$ cat src/rtl/rv32i_load_store_unit.sv
// Multi-cycle load/store unit for the non-pipelined RV32I core.
// Takes MemRead/MemWrite from the control unit and runs one access on a simple
// req/ack data bus. The core is stalled until the access completes. Load data is
// sign- or zero-extended for write-back. Misaligned accesses, bus errors,
// timeouts and illegal sizes are reported to the trap logic.
module rv32i_load_store_unit #(
  parameter int unsigned TIMEOUT_CYCLES = 256
) (
  input  logic        clk,
  input  logic        rst_n,
  input  logic        mem_read_i,
  input  logic        mem_write_i,
  input  logic [1:0]  size_i,
  input  logic        unsigned_i,
  input  logic [31:0] addr_i,
  input  logic [31:0] wdata_i,
  output logic        stall_o,
  output logic        done_o,
  output logic [31:0] rdata_o,
  output logic        misalign_o,
  output logic        fault_o,
  output logic        bus_req_o,
  output logic        bus_we_o,
  output logic [31:0] bus_addr_o,
  output logic [31:0] bus_wdata_o,
  output logic [3:0]  bus_be_o,
  input  logic        bus_ack_i,
  input  logic        bus_err_i,
  input  logic [31:0] bus_rdata_i
);

  localparam int unsigned CW = $clog2(TIMEOUT_CYCLES) + 1;
  localparam logic [CW-1:0] CNT_LAST = CW'(TIMEOUT_CYCLES - 1);

  typedef enum logic [1:0] {IDLE, REQ, RESP} state_t;

  state_t        state_q, state_d;
  logic [CW-1:0] cnt_q, cnt_d;
  logic [31:0]   addr_q, wdata_q, rdata_q, rdata_d;
  logic [1:0]    size_q;
  logic          uns_q, we_q;
  logic [3:0]    be_q;
  logic          mis_q, mis_d, flt_q, flt_d;
  logic          latch_en;

  logic          start, size_bad, addr_bad;
  logic [3:0]    be_new;
  logic [31:0]   wlane_new, lane, load_ext;

  // Classify the incoming request and form the byte enables and the replicated store lanes.
  always_comb begin
    start    = mem_read_i | mem_write_i;
    size_bad = (size_i == 2'b11);
    addr_bad = ((size_i == 2'b01) && addr_i[0]) ||
               ((size_i == 2'b10) && (addr_i[1:0] != 2'b00));
    case (size_i)
      2'b00: begin
        be_new    = 4'b0001 << addr_i[1:0];
        wlane_new = {4{wdata_i[7:0]}};
      end
      2'b01: begin
        be_new    = 4'b0011 << {addr_i[1], 1'b0};
        wlane_new = {2{wdata_i[15:0]}};
      end
      default: begin
        be_new    = 4'b1111;
        wlane_new = wdata_i;
      end
    endcase
  end

  // Pull the addressed lane out of the read word and extend it to 32 bits.
  always_comb begin
    lane = bus_rdata_i >> {addr_q[1:0], 3'b000};
    case (size_q)
      2'b00:   load_ext = uns_q ? {24'h0, lane[7:0]}  : {{24{lane[7]}}, lane[7:0]};
      2'b01:   load_ext = uns_q ? {16'h0, lane[15:0]} : {{16{lane[15]}}, lane[15:0]};
      default: load_ext = lane;
    endcase
  end

  // Next-state, stall, and the result/flag values loaded on entry to RESP.
  always_comb begin
    state_d  = state_q;
    cnt_d    = cnt_q;
    rdata_d  = rdata_q;
    mis_d    = 1'b0;
    flt_d    = 1'b0;
    latch_en = 1'b0;
    stall_o  = 1'b0;
    case (state_q)
      IDLE: begin
        if (start) begin
          stall_o = 1'b1;
          if (size_bad) begin
            flt_d   = 1'b1;
            rdata_d = '0;
            state_d = RESP;
          end else if (addr_bad) begin
            mis_d   = 1'b1;
            rdata_d = '0;
            state_d = RESP;
          end else begin
            latch_en = 1'b1;
            cnt_d    = '0;
            state_d  = REQ;
          end
        end
      end
      REQ: begin
        stall_o = 1'b1;
        if (bus_err_i) begin
          flt_d   = 1'b1;
          rdata_d = '0;
          state_d = RESP;
        end else if (bus_ack_i) begin
          rdata_d = we_q ? '0 : load_ext;
          state_d = RESP;
        end else if (cnt_q == CNT_LAST) begin
          flt_d   = 1'b1;
          rdata_d = '0;
          state_d = RESP;
        end else begin
          cnt_d = cnt_q + CW'(1);
        end
      end
      default: state_d = IDLE;
    endcase
  end

  // State, timeout counter, result register and the latched request.
  always_ff @(posedge clk or negedge rst_n) begin
    if (!rst_n) begin
      state_q <= IDLE;
      cnt_q   <= '0;
      rdata_q <= '0;
      mis_q   <= 1'b0;
      flt_q   <= 1'b0;
      addr_q  <= '0;
      wdata_q <= '0;
      size_q  <= '0;
      uns_q   <= 1'b0;
      we_q    <= 1'b0;
      be_q    <= '0;
    end else begin
      state_q <= state_d;
      cnt_q   <= cnt_d;
      rdata_q <= rdata_d;
      mis_q   <= mis_d;
      flt_q   <= flt_d;
      if (latch_en) begin
        addr_q  <= addr_i;
        wdata_q <= wlane_new;
        size_q  <= size_i;
        uns_q   <= unsigned_i;
        we_q    <= ~mem_read_i;
        be_q    <= be_new;
      end
    end
  end

  // Bus signals are driven only while the request is outstanding.
  assign bus_req_o   = (state_q == REQ);
  assign bus_we_o    = bus_req_o & we_q;
  assign bus_addr_o  = bus_req_o ? {addr_q[31:2], 2'b00} : '0;
  assign bus_wdata_o = bus_req_o ? wdata_q : '0;
  assign bus_be_o    = bus_req_o ? be_q : '0;

  assign done_o     = (state_q == RESP);
  assign misalign_o = mis_q;
  assign fault_o    = flt_q;
  assign rdata_o    = rdata_q;

endmodule

$ cat config.mk
export PLATFORM = sky130hd
export DESIGN_NAME = rv32i_load_store_unit
export DESIGN_NICKNAME = d
export VERILOG_FILES = /design/src/rtl/rv32i_load_store_unit.sv
export SDC_FILE = /design/constraint.sdc
export NUM_CORES = 1
export LEC_CHECK = 0
export BUFFER_PORTS_ARGS = -buffer_cell sky130_fd_sc_hd__buf_2
export CAP_MARGIN = 15
export CORE_MARGIN = 3
export CORE_UTILIZATION = 40
export DETAILED_ROUTE_END_ITERATION = 7
export PLACE_DENSITY = 0.66
export SLEW_MARGIN = 10
export SYNTH_ARGS = -nofsm -noshare
export SYNTH_HDL_FRONTEND = slang
export SYNTH_SLANG_ARGS = --single-unit
export TNS_END_PERCENT = 1
$ cat constraint.sdc
create_clock -name clk -period 5.4 [get_ports clk]
set_clock_uncertainty 0.2 [all_clocks]
set_input_delay 0.54 -clock clk [delete_from_list [all_inputs] [get_ports clk]]
set_output_delay 0.54 -clock clk [all_outputs]
set_load 0.02 [all_outputs]
After elaboration in Yosys (flattened, before gate mapping)
Index checks and enable logic that the tools add are counted.
{"block": "word_totals", "input_bits": 105, "wordCells": 90, "regBits": 117, "ram_bits": 0, "n_memories": 0, "romBits": 0, "output_inout_bits": 106, "latchBits": 0}
{"block": "classes", "n_mux": 46, "bitwise_logic": 3, "shifts": 3, "addsub": 1, "n_div": 0, "order_cmp": 0, "n_reduce_logical": 11, "n_eq_ne": 15, "mul": 0}
{"op": "$mux W32", "count": 11}
{"op": "$pmux W32 S2", "count": 3}
{"op": "$mux W9", "count": 6}
{"op": "$shr A32 B5 Y32", "count": 1}
{"op": "$pmux W9 S2", "count": 1}
{"op": "$mux W1", "count": 14}
{"op": "$mux W2", "count": 6}
{"op": "$ne A2 B2 Y1 const B", "count": 6}
{"op": "$add A9 B1 Y9 const B", "count": 1}
{"op": "$eq A9 B8 Y1 const B", "count": 1}
{"op": "$pmux W4 S2", "count": 1}
{"op": "$reduce_and A7 Y1", "count": 1}
{"op": "$eq A2 B1 Y1 const B", "count": 3}
{"op": "$eq A2 B2 Y1 const B", "count": 3}
{"op": "$logic_not A2 Y1", "count": 3}
{"op": "$mux W4", "count": 1}
{"op": "$ne A4 B1 Y1 const B", "count": 1}
{"op": "$pmux W1 S2", "count": 2}
{"op": "$pmux W2 S2", "count": 1}
{"op": "$reduce_and A4 Y1", "count": 1}
{"op": "$reduce_bool A2 Y1", "count": 2}
{"op": "$shl A1 B2 Y4 const A", "count": 1}
{"op": "$shl A2 B2 Y4 const A", "count": 1}
{"op": "$ne A3 B3 Y1 const B", "count": 1}
{"op": "6 further kinds", "count": 7}

Longest topological paths before layout
{"block": "depth", "ltp_word": 7, "mapped_depth": 9, "depth_no_buf": 8}

Least setup slack after synthesis
Ideal clock, no wire load.
{"block": "synth_path", "path_type": "reg-to-reg", "start": "reg cnt_q[0]", "end": "reg cnt_q[5]", "setup_ps": 77, "t_required_ps": 5123, "t_arrival_ps": 2261, "path_stages_with_launch": 9, "n_path_buf": 0, "period_less_slack_ps": 2539, "slack_ps": 2861, "path_cell_list": "dfrtp_1 > ha_1 > nand3_1 > nor2_1 > ha_1 > or4b_1 > a311o_1 > or4_1 > a21oi_1"}
{"block": "synth_between", "elab_chain_cells": 5, "elab_cells_between_ends": 8, "cone_classes": "add/sub: 1; eq/ne: 2; mux: 4; reduce/logical: 1"}
{"item": "start: declaration", "line": "38", "text": "logic [CW-1:0] cnt_q, cnt_d;"}
{"item": "start signal: assignment", "line": "147", "text": "cnt_q <= cnt_d;"}
{"item": "$add A9 B1 Y9", "line": "124", "text": "cnt_d = cnt_q + CW'(1);"}
{"item": "$mux W9", "line": "119", "text": "end else if (cnt_q == CNT_LAST) begin"}
{"item": "$mux W9", "line": "116", "text": "end else if (bus_ack_i) begin"}
{"item": "$mux W9", "line": "112", "text": "if (bus_err_i) begin"}
{"item": "$pmux W9 S2", "line": "91", "text": "case (state_q)"}
Parallel ways exist; a longest one is shown, timed or not. The select of a mux whose other input is x is not followed.
A chain may end at the register's enable or synchronous reset.

Final worst setup path
{"block": "layout_path", "start": "reg cnt_q[0]", "end": "reg cnt_q[7]"}
Same word-level chain as after synthesis.

==> results by stage <==
Run status:
- The run finished with clean final reports.

Cells and area:
- The layout-stage area growth over the synthesis result is 29.7%.
- The final layout contains 861 nets.
- Of the cells placed in the final design, the portion with a size suffix greater than 1 is 0.390.
- Once layout is complete, the utilization of the core stands at 0.543.
- The design area is 7710 um^2.
- The number of antenna diodes in the final layout is 0.

Logic synthesis:
- The share of the synthesized area in the top cell type is 0.492.
- The cell with the most instances after synthesis is dfrtp_1.
- Among all flip-flop cells after synthesis, the most frequent one is dfrtp_1.
- The share of the Yosys chip area taken by registers is 0.492.
- The cell area that synthesis handed to floorplanning was 5950 um^2.
- Synthesis handed over a netlist of 564 instances.
- The number of synthesized register bits is 117.
- The average size of a mapped cell is 10.5 um^2.
- By count the netlist is led by dfrtp_1, and2_1, mux2_2.
- Counting flops with an async set or reset pin after synthesis yields a share of 1.00.
- The synthesized netlist contains 46 unique library cells.
- The total of warnings raised by yosys is 0.
- The count of flip-flops with a built-in enable after synthesis is 0.
- By area the synthesized netlist is led by dfrtp_1, mux2_2, and2_1.
- The cell type contributing the most total cell area after synthesis is dfrtp_1.

STA:
- The final critical-path share of the clock period is 0.525.
- Setup violations remaining at the end of the flow were counted as 0.
- The clock period minus worst slack is 2830 ps.
- Summed over all failing endpoints, the final setup total negative slack is 0 ps.
- Hold timing on the final database bottoms out at a slack of 32.3 ps.
- The final hold violation count came to 0.
- Setup repair after global routing left no endpoint under its margin.
- The slew at the pin closest to its max-slew limit is 992 ps.
- The worst pin sits at a relative slew slack of 0.338.
- The count of final max-slew check failures is 0.
- For this run, the top clock speed supported by timing is 0.353 GHz.

Worst setup path:
- The critical path contains buffers and inverters numbering 0 combined.
- The cell type of the slowest stage on the worst timing path is or4_1.
- The classification of the worst setup path is reg2reg.
- The source of the critical timing path is cnt_q[0].
- The worst-case register-to-register setup slack is 2570 ps.
- The critical path goes through ha_1 -> nand3_1 -> nor2_1 -> ha_1 -> or4b_1 -> a311o_1 -> or4_1 -> a21oi_1.
- The reg-to-reg critical path endpoint is cnt_q[7].
- For this run, the slowest stage of the critical path takes 530 ps.
- STA puts the critical path data arrival time at 2970 ps.
- On the critical path the largest part of the delay comes from simple AND/OR/NAND/NOR gates.
- The worst setup path is captured at a flop.
- At the worst endpoint, the required time is 5530 ps.
- The launch point of the worst reg-to-reg path is cnt_q[0].
- Of all nets on the critical path, the largest fanout is 17.
- The cell type with the highest occurrence count on the critical path is ha_1.
- For the worst flop-to-flop path, the logic depth is 8.
- Following the worst setup path forward leads to its endpoint at cnt_q[7].
- In this run the number of cells on the critical path is 8.
- The worst setup path is launched from a flop.

GRT:
- The via count of the first global-routing pass was 5008.
- The total overflow left after global routing is 0.
- The total global-route track usage is 0.193.
- The initial antenna violation count was 1.
- The first global-routing pass estimated 25.2 mm of wire.
- The pin count of the biggest net entering global routing is 92.

Floorplan:
- The die covers 16400 um^2.
- The floorplan step set the die width to 128 um.
- The core region area is 14200 um^2.
- For this design the top-level I/O count stands at 211.
- The floorplan step set the die height to 128 um.
- The initial standard-cell utilization of the core is 0.419.
- The number of standard-cell rows in the floorplan is 43.

Detailed routing:
- For this block, the routed nets add up to 15.8 mm of wire.
- The number of remaining DRC errors is 0.
- The average wire per cell in the routed design is 16.7 um.
- The detailed-route vias per instance is 5.37.
- The first detailed-routing pass ran for 4 iterations.
- The first routing iteration left 348 violations.
- In this run the remaining antenna-violating nets after routing total 0.
- The routed layout has 5082 vias.

Placement:
- After legalization and detailed placement, the total HPWL measured 11.3 mm.
- The placed instance area is 7080 um^2.
- The quantity of I/O buffers inserted on ports is 208.
- The congestion estimate from routability-driven global placement came to 0.816.

Clocking:
- The TritonCTS clock tree is done.
- After clock tree synthesis, the repair step resized 0 gates.
- The clock-pin slew on the worst setup and hold paths is 50 ps.
- The number of clock buffers inserted by TritonCTS is 17.
- Buffers inserted to repair hold after CTS numbered 0.
- The clock latency of the later-clocked register in the worst-skew pair is 400 ps.
- The H-tree level count is 4.
- CTS saw 117 sinks.
- CTS placed an instance of clkbuf_16 at the clock tree root.
- The worst-case clock buffer depth is 2.
- Once the clock tree was built, the setup fixing pass inserted 0 buffers.

Power and ir drop:
- Summed over all cells, the static leakage comes to 3.96 nW.
- The maximum ir drop on the vdd rail is 0.213 mV.
- Power spread over the standard cell area amounts to 496 nW/um^2.
- The design draws 3.82 mW.

Job:
- The tool flagged a number of max-cap violations equal to 0.

Worst hold path:
- The worst hold path class is in2async.
==> worst reg2reg max path: stages, from the launching register on <==
cell     delay (ps)
dfrtp_1         400
ha_1            240
nand3_1          70
nor2_1           50
ha_1            200
or4b_1          480
a311o_1         450
or4_1           530
a21oi_1         150
==> power breakdown <==
| part | total (mW) | internal, mW | switching, mW |
|---|---|---|---|
| sequential | 1.36 | 1.19 | 0.173 |
| combinational | 1.32 | 0.560 | 0.757 |
| clock | 1.15 | 0.759 | 0.389 |
| total | 3.82 | 2.51 | 1.32 |
==> flip-flops by register name, summed over array words and instances (netlist names) <==
name        count
misalign_o      1
wdata_q        32
state_q         2
uns_q           1
addr_q         32
be_q            4
we_q            1
size_q          2
cnt_q           9
fault_o         1
rdata_o        32
==> layer usage <==
layer  routed length, um  track usage  up-vias  share of wire
met5                  13            0        -        0.00082
met4                 161       0.0556        2          0.010
met3                1310       0.0725       23          0.083
met2                7520        0.307      191           0.48
met1                6820        0.248     2484           0.43
li1                    -            -     2382              -
==> cells by family (layout without fill, tap and decap cells) <==
group           Yosys count  after routing  share of synthesized area
fa+ha+maj                 2              2                    0.00421
mux                      86             86                      0.157
compound gates          120            120                      0.139
simple gates            187            187                      0.171
flops                   117            117                      0.492
other cells               1              2                   0.000631
buf+inv                  49            251                     0.0337
xor+xnor                  2              2                    0.00295
==> cell type report <==
type | instances | area (um^2)
inverters | 5 | 18.8
clock inverters | 9 | 125
repair buffers | 214 | 1110
flip-flops and latches | 117 | 2930
clock buffers | 23 | 478
well taps | 180 | 225
multi-input cells | 399 | 2830
fillers | 1286 | 6490
==> metrics by stage <==
step / setup slack (ps) / std cells
6_report: 2570 / 947
5_1_grt: 2380 / 947
4_1_cts: 2260 / 946
3_5_place_dp: 2430 / 914
3_3_place_gp: 2500 / 914
2_1_floorplan: 2860 / 565
==> worst min-delay path by stage <==
stage / slack [ps] / cells after the start / to / from
after global routing: 110 / 1 / rdata_o[7] / rst_n
final: 30 / 1 / rdata_o[7] / rst_n
after global placement: 260 / 2 / wdata_q[29] / wdata_q[29]
after detailed placement: 260 / 2 / wdata_q[27] / wdata_q[27]
after floorplan: 40 / 0 / addr_q[0] / rst_n
after CTS: 90 / 1 / rdata_o[7] / rst_n
==> cells in the final DEF, fill, tap and decap left out, drive strengths merged, types with 2 or more instances in the layout <==
| cell | count |
|---|---|
| clkbuf | 23 |
| a211o | 16 |
| and2 | 67 |
| nor3 | 3 |
| a221o | 8 |
| or3 | 2 |
| dfrtp | 117 |
| bufinv | 3 |
| conb | 2 |
| nor2 | 27 |
| o311ai | 2 |
| or2 | 4 |
| or4b | 2 |
| a31oi | 2 |
| clkinvlp | 2 |
| o211ai | 2 |
| buf | 214 |
| nand3b | 7 |
| nor2b | 12 |
| o2bb2ai | 8 |
| clkinv | 4 |
| xor2 | 2 |
| mux2 | 46 |
| mux2i | 39 |
| or4 | 5 |
| o31ai | 4 |
| ha | 2 |
| inv | 5 |
| nand4 | 2 |
| o21ai | 43 |
| nand2 | 44 |
| nand3 | 7 |
| a21oi | 24 |
| a32o | 7 |
Power figures use the tool's default switching activity.
